==> config.mk <==
export PLATFORM = sky130hd
export DESIGN_NAME = output_buffer_flat
export DESIGN_NICKNAME = d
export VERILOG_FILES = /design/src/rtl/output_buffer_if.sv /design/src/rtl/output_buffer.sv /design/src/flat_wrapper.sv
export SDC_FILE = /design/constraint.sdc
export NUM_CORES = 2
export LEC_CHECK = 0
export ABC_AREA = 1
export CORE_AREA = 8 8 554 556
export DETAILED_ROUTE_END_ITERATION = 10
export DIE_AREA = 0 0 562 564
export PLACE_DENSITY_LB_ADDON = 0.15
export SYNTH_ARGS = -nofsm -noshare
export SYNTH_HDL_FRONTEND = slang
export SYNTH_SLANG_ARGS = --single-unit
==> constraint.sdc <==
create_clock -name clk -period 1.6 [get_ports clk]
set_input_delay 0.24 -clock clk [delete_from_list [all_inputs] [get_ports clk]]
set_output_delay 0.24 -clock clk [all_outputs]
set_load 0.02 [all_outputs]
==> src/rtl/output_buffer_if.sv <==
// Squeeze-side output buffer bus: dump_fsm controls plus the word/keep/last stream.
// master = controller/consumer side, slave = output_buffer.
interface output_buffer_if #(
   parameter int W          = 64,
   parameter int RATE_WORDS = 21
);
   localparam int BYTES_W = $clog2(RATE_WORDS * W / 8 + 1);

   logic [RATE_WORDS*W-1:0] state_in;
   logic                    output_buffer_we;
   logic                    output_counter_load;
   logic                    output_counter_rst;
   logic                    output_buffer_shift_en;
   logic                    valid_bytes_enable;
   logic                    valid_bytes_reset;
   logic [BYTES_W-1:0]      last_bytes_in;
   logic                    output_buffer_empty;
   logic [W-1:0]            data_out;
   logic [W/8-1:0]          keep_out;
   logic                    last_out;

   modport master (
      output state_in, output_buffer_we, output_counter_load, output_counter_rst,
      output output_buffer_shift_en, valid_bytes_enable, valid_bytes_reset, last_bytes_in,
      input  output_buffer_empty, data_out, keep_out, last_out
   );

   modport slave (
      input  state_in, output_buffer_we, output_counter_load, output_counter_rst,
      input  output_buffer_shift_en, valid_bytes_enable, valid_bytes_reset, last_bytes_in,
      output output_buffer_empty, data_out, keep_out, last_out
   );
endinterface

==> src/rtl/output_buffer.sv <==
// output_buffer: loads one rate block, shifts it out a word per accepted cycle, flags/masks the final word.
// Build option OUTPUT_BUFFER_ZERO_PAD_EN: bytes outside keep_out are driven as 0x00 on data_out.
module output_buffer #(
   parameter int W          = 64,
   parameter int RATE_WORDS = 21
) (
   input  logic           clk,
   input  logic           rst,
   output_buffer_if.slave bus
);
   localparam int CNT_W      = $clog2(RATE_WORDS + 1);
   localparam int RATE_BYTES = RATE_WORDS * W / 8;
   localparam int BYTES_W    = $clog2(RATE_BYTES + 1);
   localparam int BPW        = W / 8;

   logic [RATE_WORDS*W-1:0] buffer_reg;
   logic [CNT_W-1:0]        counter_reg;
   logic [BYTES_W-1:0]      valid_bytes_reg;
   logic [CNT_W-1:0]        final_words;
   logic [BYTES_W-1:0]      tail_bytes;
   logic                    shift_ok;
   logic                    last_word;

   assign shift_ok = bus.output_buffer_shift_en && (counter_reg != '0);

   // A partially filled final word still costs one full output cycle, hence round up.
   assign final_words = CNT_W'(({1'b0, bus.last_bytes_in} + (BYTES_W+1)'(BPW - 1))
                               / (BYTES_W+1)'(BPW));

   always_ff @(posedge clk) begin
      if (rst) begin
         buffer_reg      <= '0;
         counter_reg     <= '0;
         valid_bytes_reg <= '0;
      end else begin
         if (bus.output_buffer_we)
            buffer_reg <= bus.state_in;
         else if (shift_ok)
            buffer_reg <= {{W{1'b0}}, buffer_reg[RATE_WORDS*W-1:W]};

         if (bus.output_counter_rst)
            counter_reg <= '0;
         else if (bus.output_counter_load && bus.valid_bytes_enable)
            counter_reg <= final_words;
         else if (bus.output_counter_load)
            counter_reg <= CNT_W'(RATE_WORDS);
         else if (shift_ok)
            counter_reg <= counter_reg - CNT_W'(1);

         if (bus.valid_bytes_reset)
            valid_bytes_reg <= '0;
         else if (bus.valid_bytes_enable)
            valid_bytes_reg <= bus.last_bytes_in;

         if (bus.valid_bytes_enable)
            assert ((bus.last_bytes_in != '0) && (bus.last_bytes_in <= BYTES_W'(RATE_BYTES)))
               else $error("output_buffer: last_bytes_in out of range");
      end
   end

   assign tail_bytes              = valid_bytes_reg % BYTES_W'(BPW);
   assign last_word               = (counter_reg == CNT_W'(1)) && (valid_bytes_reg != '0);
   assign bus.output_buffer_empty = (counter_reg == '0);
   assign bus.last_out            = last_word;

   // A byte is dropped only on the final word, and only when the block ends mid-word.
   for (genvar gi = 0; gi < BPW; gi++) begin : g_byte
      assign bus.keep_out[gi] = !last_word || (tail_bytes == '0) || (BYTES_W'(gi) < tail_bytes);
`ifdef OUTPUT_BUFFER_ZERO_PAD_EN
      assign bus.data_out[8*gi +: 8] = bus.keep_out[gi] ? buffer_reg[8*gi +: 8] : 8'h00;
`else
      assign bus.data_out[8*gi +: 8] = buffer_reg[8*gi +: 8];
`endif
   end
endmodule

==> src/flat_wrapper.sv <==
// flat-port wrapper written by rule: the top's interface ports become plain ports
module output_buffer_flat 
#(
   parameter int W          = 64,
   parameter int RATE_WORDS = 21
)
  (clk, rst, bus_state_in, bus_output_buffer_we, bus_output_counter_load, bus_output_counter_rst, bus_output_buffer_shift_en, bus_valid_bytes_enable, bus_valid_bytes_reset, bus_last_bytes_in, bus_output_buffer_empty, bus_data_out, bus_keep_out, bus_last_out);
  output_buffer_if #(.W(W), .RATE_WORDS(RATE_WORDS)) bus_i ();
  input  logic clk;
  input  logic rst;
  input wire logic [$bits(bus_i.state_in)-1:0] bus_state_in;
  input wire logic [$bits(bus_i.output_buffer_we)-1:0] bus_output_buffer_we;
  input wire logic [$bits(bus_i.output_counter_load)-1:0] bus_output_counter_load;
  input wire logic [$bits(bus_i.output_counter_rst)-1:0] bus_output_counter_rst;
  input wire logic [$bits(bus_i.output_buffer_shift_en)-1:0] bus_output_buffer_shift_en;
  input wire logic [$bits(bus_i.valid_bytes_enable)-1:0] bus_valid_bytes_enable;
  input wire logic [$bits(bus_i.valid_bytes_reset)-1:0] bus_valid_bytes_reset;
  input wire logic [$bits(bus_i.last_bytes_in)-1:0] bus_last_bytes_in;
  output wire logic [$bits(bus_i.output_buffer_empty)-1:0] bus_output_buffer_empty;
  output wire logic [$bits(bus_i.data_out)-1:0] bus_data_out;
  output wire logic [$bits(bus_i.keep_out)-1:0] bus_keep_out;
  output wire logic [$bits(bus_i.last_out)-1:0] bus_last_out;
  assign bus_i.state_in = bus_state_in;
  assign bus_i.output_buffer_we = bus_output_buffer_we;
  assign bus_i.output_counter_load = bus_output_counter_load;
  assign bus_i.output_counter_rst = bus_output_counter_rst;
  assign bus_i.output_buffer_shift_en = bus_output_buffer_shift_en;
  assign bus_i.valid_bytes_enable = bus_valid_bytes_enable;
  assign bus_i.valid_bytes_reset = bus_valid_bytes_reset;
  assign bus_i.last_bytes_in = bus_last_bytes_in;
  assign bus_output_buffer_empty = bus_i.output_buffer_empty;
  assign bus_data_out = bus_i.data_out;
  assign bus_keep_out = bus_i.keep_out;
  assign bus_last_out = bus_i.last_out;
  output_buffer #(.W(W), .RATE_WORDS(RATE_WORDS)) u_core (.clk(clk), .rst(rst), .bus(bus_i));
endmodule
Word-level counts from Yosys, hierarchy flattened
Index checks and enable logic that the tools add are counted.

Reduce and logical (&&, ||, !) cells: 21. Magnitude comparators: 8. $add $sub $neg: 2. Mux-type cells: 5. Eq/ne operators: 1.

Operators by type and width (count): $mux 1344 (2); $mux 5 (3); $lt 3x3->1 const A (4); $logic_or 1x1->1 (9); $add 8x3->8 const B (1); $logic_not 8->1 (1); $reduce_bool 8->1 (1); $lt 1x3->1 const A (2); $lt 2x3->1 const A (2); $eq 5x1->1 const B (1); $logic_not 5->1 (1); $reduce_bool 5->1 (1); $sub 5x1->5 const B (1); $reduce_or 2->1 (2); $logic_and 1x1->1 (3); $reduce_bool 3->1 (1); $reduce_bool 2->1 (1); $logic_not 1->1 (1).

Output and inout bits: 74. Register bits after elaboration: 1357. Input port bits: 1360.

Logic depth before layout (Yosys ltp)
Depth after elaboration: 5. Mapped depth: 10.

Worst setup path before layout
No wires, ideal clock.

Kind: register to register. Start point: reg u_core.counter_reg[0]. End point: reg u_core.buffer_reg[0]. Buffers on the path: 3. Stages on the path, launching flop included: 11. Library setup time: 0.116 ns. Arrival: 1.535 ns. Slack: -0.052 ns. Cell sequence: dfxtp_1 > inv_1 > ha_1 > nand3_2 > nand2_2 > nand2_2 > buf_6 > buf_4 > buf_2 > nand3_1 > o211a_1.

Longest elaborated chain between the ends: 3.

Ends and longest elaborated chain: start, declared (RTL line output_buffer.sv:17) `logic [CNT_W-1:0] counter_reg;`; start signal, assigned (RTL line output_buffer.sv:44) `counter_reg <= final_words;`; start signal, assigned (RTL line output_buffer.sv:46) `counter_reg <= CNT_W'(RATE_WORDS);`; start signal, assigned (RTL line output_buffer.sv:48) `counter_reg <= counter_reg - CNT_W'(1);`; $reduce_bool 5->1 (RTL line output_buffer.sv:24) `assign shift_ok = bus.output_buffer_shift_en && (counter_reg != '0);`; $logic_and 1x1->1 (RTL line output_buffer.sv:24); $reduce_bool 2->1 (no source line); end signal, assigned (RTL line output_buffer.sv:37) `buffer_reg <= bus.state_in;`; end signal, assigned (RTL line output_buffer.sv:39) `buffer_reg <= {{W{1'b0}}, buffer_reg[RATE_WORDS*W-1:W]};`; end, declared (RTL line output_buffer.sv:16) `logic [RATE_WORDS*W-1:0] buffer_reg;`.

No other way between the ends. A chain may end at the register's enable or synchronous reset.

Worst setup path after layout
Start point: reg u_core.counter_reg[0]. End point: out bus_keep_out[1].

Longest elaborated chain between the ends: 5.

Ends and longest elaborated chain: $eq 5x1->1 (RTL line output_buffer.sv:62) `assign last_word = (counter_reg == CNT_W'(1)) && (valid_bytes_reg != '0);`; $logic_and 1x1->1 (RTL line output_buffer.sv:62); $logic_not 1->1 (RTL line output_buffer.sv:68) `assign bus.keep_out[gi] = !last_word || (tail_bytes == '0) || (BYTES_W'(gi) < tail_bytes);`; $logic_or 1x1->1 (2 in series) (RTL line output_buffer.sv:68); end, declared (RTL line flat_wrapper.sv:21) `output wire logic [$bits(bus_i.keep_out)-1:0] bus_keep_out;`.

No other way between the ends.

==> results.sh <==
export IMPL_post_route_cells_drive_above_1_share=0.3215
export IMPL_timing_critical_path_to_type="output pin"
export IMPL_wire_length_per_cell_um=27.84
export IMPL_finish_cell_count_without_fillers=12300
export IMPL_path_max_fanout=3
export IMPL_finalClockSkew_ns=0.05372
export IMPL_grt_antenna_before_repair=293
export IMPL_maxSlewHeadroom=0.5452
export IMPL_via_count=54960
export IMPL_root_buffer="sky130_fd_sc_hd__clkbuf_16"
export IMPL_p_leak_nw=39.91
export IMPL_cts_htree_levels=4
export IMPL_syn_instance_count=6241
export IMPL_ant_nets=0
export IMPL_seq_area_frac_synth=0.4142
export IMPL_routabilityCongestion=0.8686
export IMPL_cts_tree="done"
export IMPL_post_place_cells=11710
export IMPL_gr_total_overflow=0
export IMPL_cts_max_path_buffers=4
export IMPL_max_vdd_ir_drop_mv=0.8815
export IMPL_grtUsageTotal=0.2036
export IMPL_largest_register_ffs=1344
export IMPL_remaining_drc_errors=0
export IMPL_cp_required_ns=1.36
export IMPL_setup_viol=1372
export IMPL_timing_max_cap_violations=0
export IMPL_initial_utilization=0.2199
export IMPL_rsz_0062_raised_after_global_routing="yes"
export IMPL_syn_area_um2=65590
export IMPL_detailedRoute_firstPassIterationCount=5
export IMPL_synth_ff_latch_count=1357
export IMPL_finalNetCount=9482
export IMPL_finalHoldViolCount=0
export IMPL_worst_setup_hold_path_clk_slew_ns=0.06
export IMPL_arrival_ns=2.09
export IMPL_number_of_global_route_vias_before_repair=55740
export IMPL_synthesis_yosys_warnings=0
export IMPL_clock_sinks=1357
export IMPL_power_density_nw_per_um2=1046
export IMPL_detail_route_iter0_violations=3201
export IMPL_path_class="reg2out"
export IMPL_design_core_area_um2=298300
export IMPL_fp_dieW_um=562
export IMPL_grt_pass1_wl_mm=459.7
export IMPL_final_min_period_over_clock_period=1.456
export IMPL_syn_nets=7603
export IMPL_hpwl_mm=268.7
export IMPL_ios=1434
export IMPL_num_rows=201
export IMPL_power_mw=103.9
export IMPL_period_minus_slack_ns=2.330
export IMPL_drt_total_wl_mm=342.5
export IMPL_critical_path_startpoint_type="register"
export IMPL_timing_hold_ws_ns=0.09612
export IMPL_cts_buffers=180
export IMPL_outcome="complete, but fails checks"
export IMPL_detailedPlace_worstSlack_ns=-0.5539
export IMPL_final_critical_path_setup_slack_ns=-0.7302
export IMPL_io_buffers=1432
export IMPL_worst_pin_slew_ns=0.6632
export IMPL_die_h_um=564
export IMPL_fin_util=0.3331
export IMPL_failed_checks="setup timing"
export IMPL_fillers=30380
export IMPL_postSynthAreaPerCell_um2=10.51
export IMPL_grt_start_max_net_pins=88
export IMPL_die_area_um2=317000
export IMPL_maxSlewViolCount=0
export IMPL_fmaxAchievable_mhz=429.2
export IMPL_worstSkewPairLatency_ns=0.82
export IMPL_min_path_type="in2reg"
export IMPL_synth_lib_cells_used_distinct=27
export IMPL_area_delta_synth_final_pct=51.48
export IMPL_vias_per_cell=4.468
cells in the final DEF (no fill, tap or decap), drive strengths merged:
cell / netlist / final
a211oi: 1217 / 1217
a21oi: 78 / 78
a31oi: 1 / 1
buf: 521 / 878
bufbuf: 0 / 22
bufinv: 0 / 8
clkbuf: 149 / 282
clkdlybuf4s18: 0 / 1
clkdlybuf4s50: 0 / 1373
clkinv: 0 / 24
clkinvlp: 0 / 2
conb: 1 / 1
dfxtp: 1357 / 1357
diode: 0 / 98
dlygate4sd3: 0 / 80
ha: 2 / 2
inv: 26 / 29
mux2i: 1216 / 1216
nand2: 221 / 222
nand3: 137 / 137
nand4: 2 / 2
nor2: 1230 / 1230
nor3: 1 / 1
nor3b: 1 / 1
o211a: 64 / 64
o211ai: 1 / 1
o21ai: 16 / 16
what timing repair did:
action,4_1_cts,5_1_grt
gates resized for setup,645,112
hold endpoints to repair,123,0
pin swaps,5,2
hold buffers,80,0
gates cloned,48,19
endpoints found under the setup margin,1419,1379
buffers inserted,34,3
layer usage:
metal	wire, um	GRT usage
met1	155000	0.2668
met4	10120	0.05842
met2	155000	0.3279
met5	881	0
met3	21410	0.05501
worst paths after layout:
check	slack, ns	cells after the start	startpoint	endpoint
worst max-delay path	-0.73	7	u_core.counter_reg[0]	bus_keep_out[1]
worst min-delay path	0.1	3	bus_state_in[1059]	u_core.buffer_reg[1059]
worst max register to register	-0.58	12	u_core.counter_reg[1]	u_core.buffer_reg[789]
worst min register to register	0.47	2	u_core.valid_bytes_reg[4]	u_core.valid_bytes_reg[4]
power breakdown:
part / total [mW] / internal, mW / switching, mW
Combinational: 23.6 / 12.2 / 11.4
Clock: 40.3 / 23.9 / 16.5
Sequential: 40.0 / 37.2 / 2.81
area by class of cell:
| cell class | count | area (um^2) | share of cell area |
|---|---|---|---|
| multi-input combinational | 4189 | 35320 | 0.3555 |
| sequential | 1357 | 27230 | 0.2741 |
| timing repair buffer | 2366 | 25790 | 0.2596 |
| clock buffer | 270 | 5265 | 0.05299 |
| tap | 3958 | 4952 | 0.04985 |
| clock inverter | 37 | 439.2 | 0.004420 |
| antenna | 98 | 245.2 | 0.002468 |
| inverter | 26 | 100.1 | 0.001008 |
per-stage QoR:
stage / TNS, ns / area [um^2]
after floorplan: -20.32 / 65660
after global placement: -511.57 / 89160
after detailed placement: -546.48 / 89160
after CTS: -564.60 / 98330
after global routing: -672.26 / 99230
final: -532.15 / 99350
critical path, stage by stage (launching register included):
cell and delay, ns:
sky130_fd_sc_hd__dfxtp_4 0.37, sky130_fd_sc_hd__ha_4 0.14, sky130_fd_sc_hd__nand4_1 0.16, sky130_fd_sc_hd__buf_4 0.21, sky130_fd_sc_hd__nor2_4 0.10, sky130_fd_sc_hd__buf_6 0.11
sky130_fd_sc_hd__nand2_4 0.04, sky130_fd_sc_hd__buf_12 0.14
kinds of logic (layout without fill, tap and decap cells):
group | after synthesis | count (layout) | share of synthesized area
flops | 1357 | 1357 | 0.4142
compound gates | 1377 | 1377 | 0.2483
other cells | 1 | 99 | 0.00005718
buf+inv | 696 | 2699 | 0.05740
mux | 1216 | 1216 | 0.1856
fa+ha+maj | 2 | 2 | 0.0003815
simple gates | 1592 | 1593 | 0.09407
cell usage after synthesis (all sizes together):
master  instances  area share
clkbuf        149      0.0085
ha              2     0.00038
nor3b           1     0.00011
nor2         1230       0.070
o21ai          16      0.0012
nand3         137       0.011
buf           521       0.047
nand2         221       0.013
nor3            1    0.000076
a211oi       1217        0.23
a31oi           1    0.000095
mux2i        1216        0.19
inv            26      0.0015
dfxtp        1357        0.41
o211ai          1     0.00011
a21oi          78      0.0060
nand4           2     0.00019
conb            1    0.000057
o211a          64      0.0098
No activity file was read; power rests on OpenSTA's default activity.
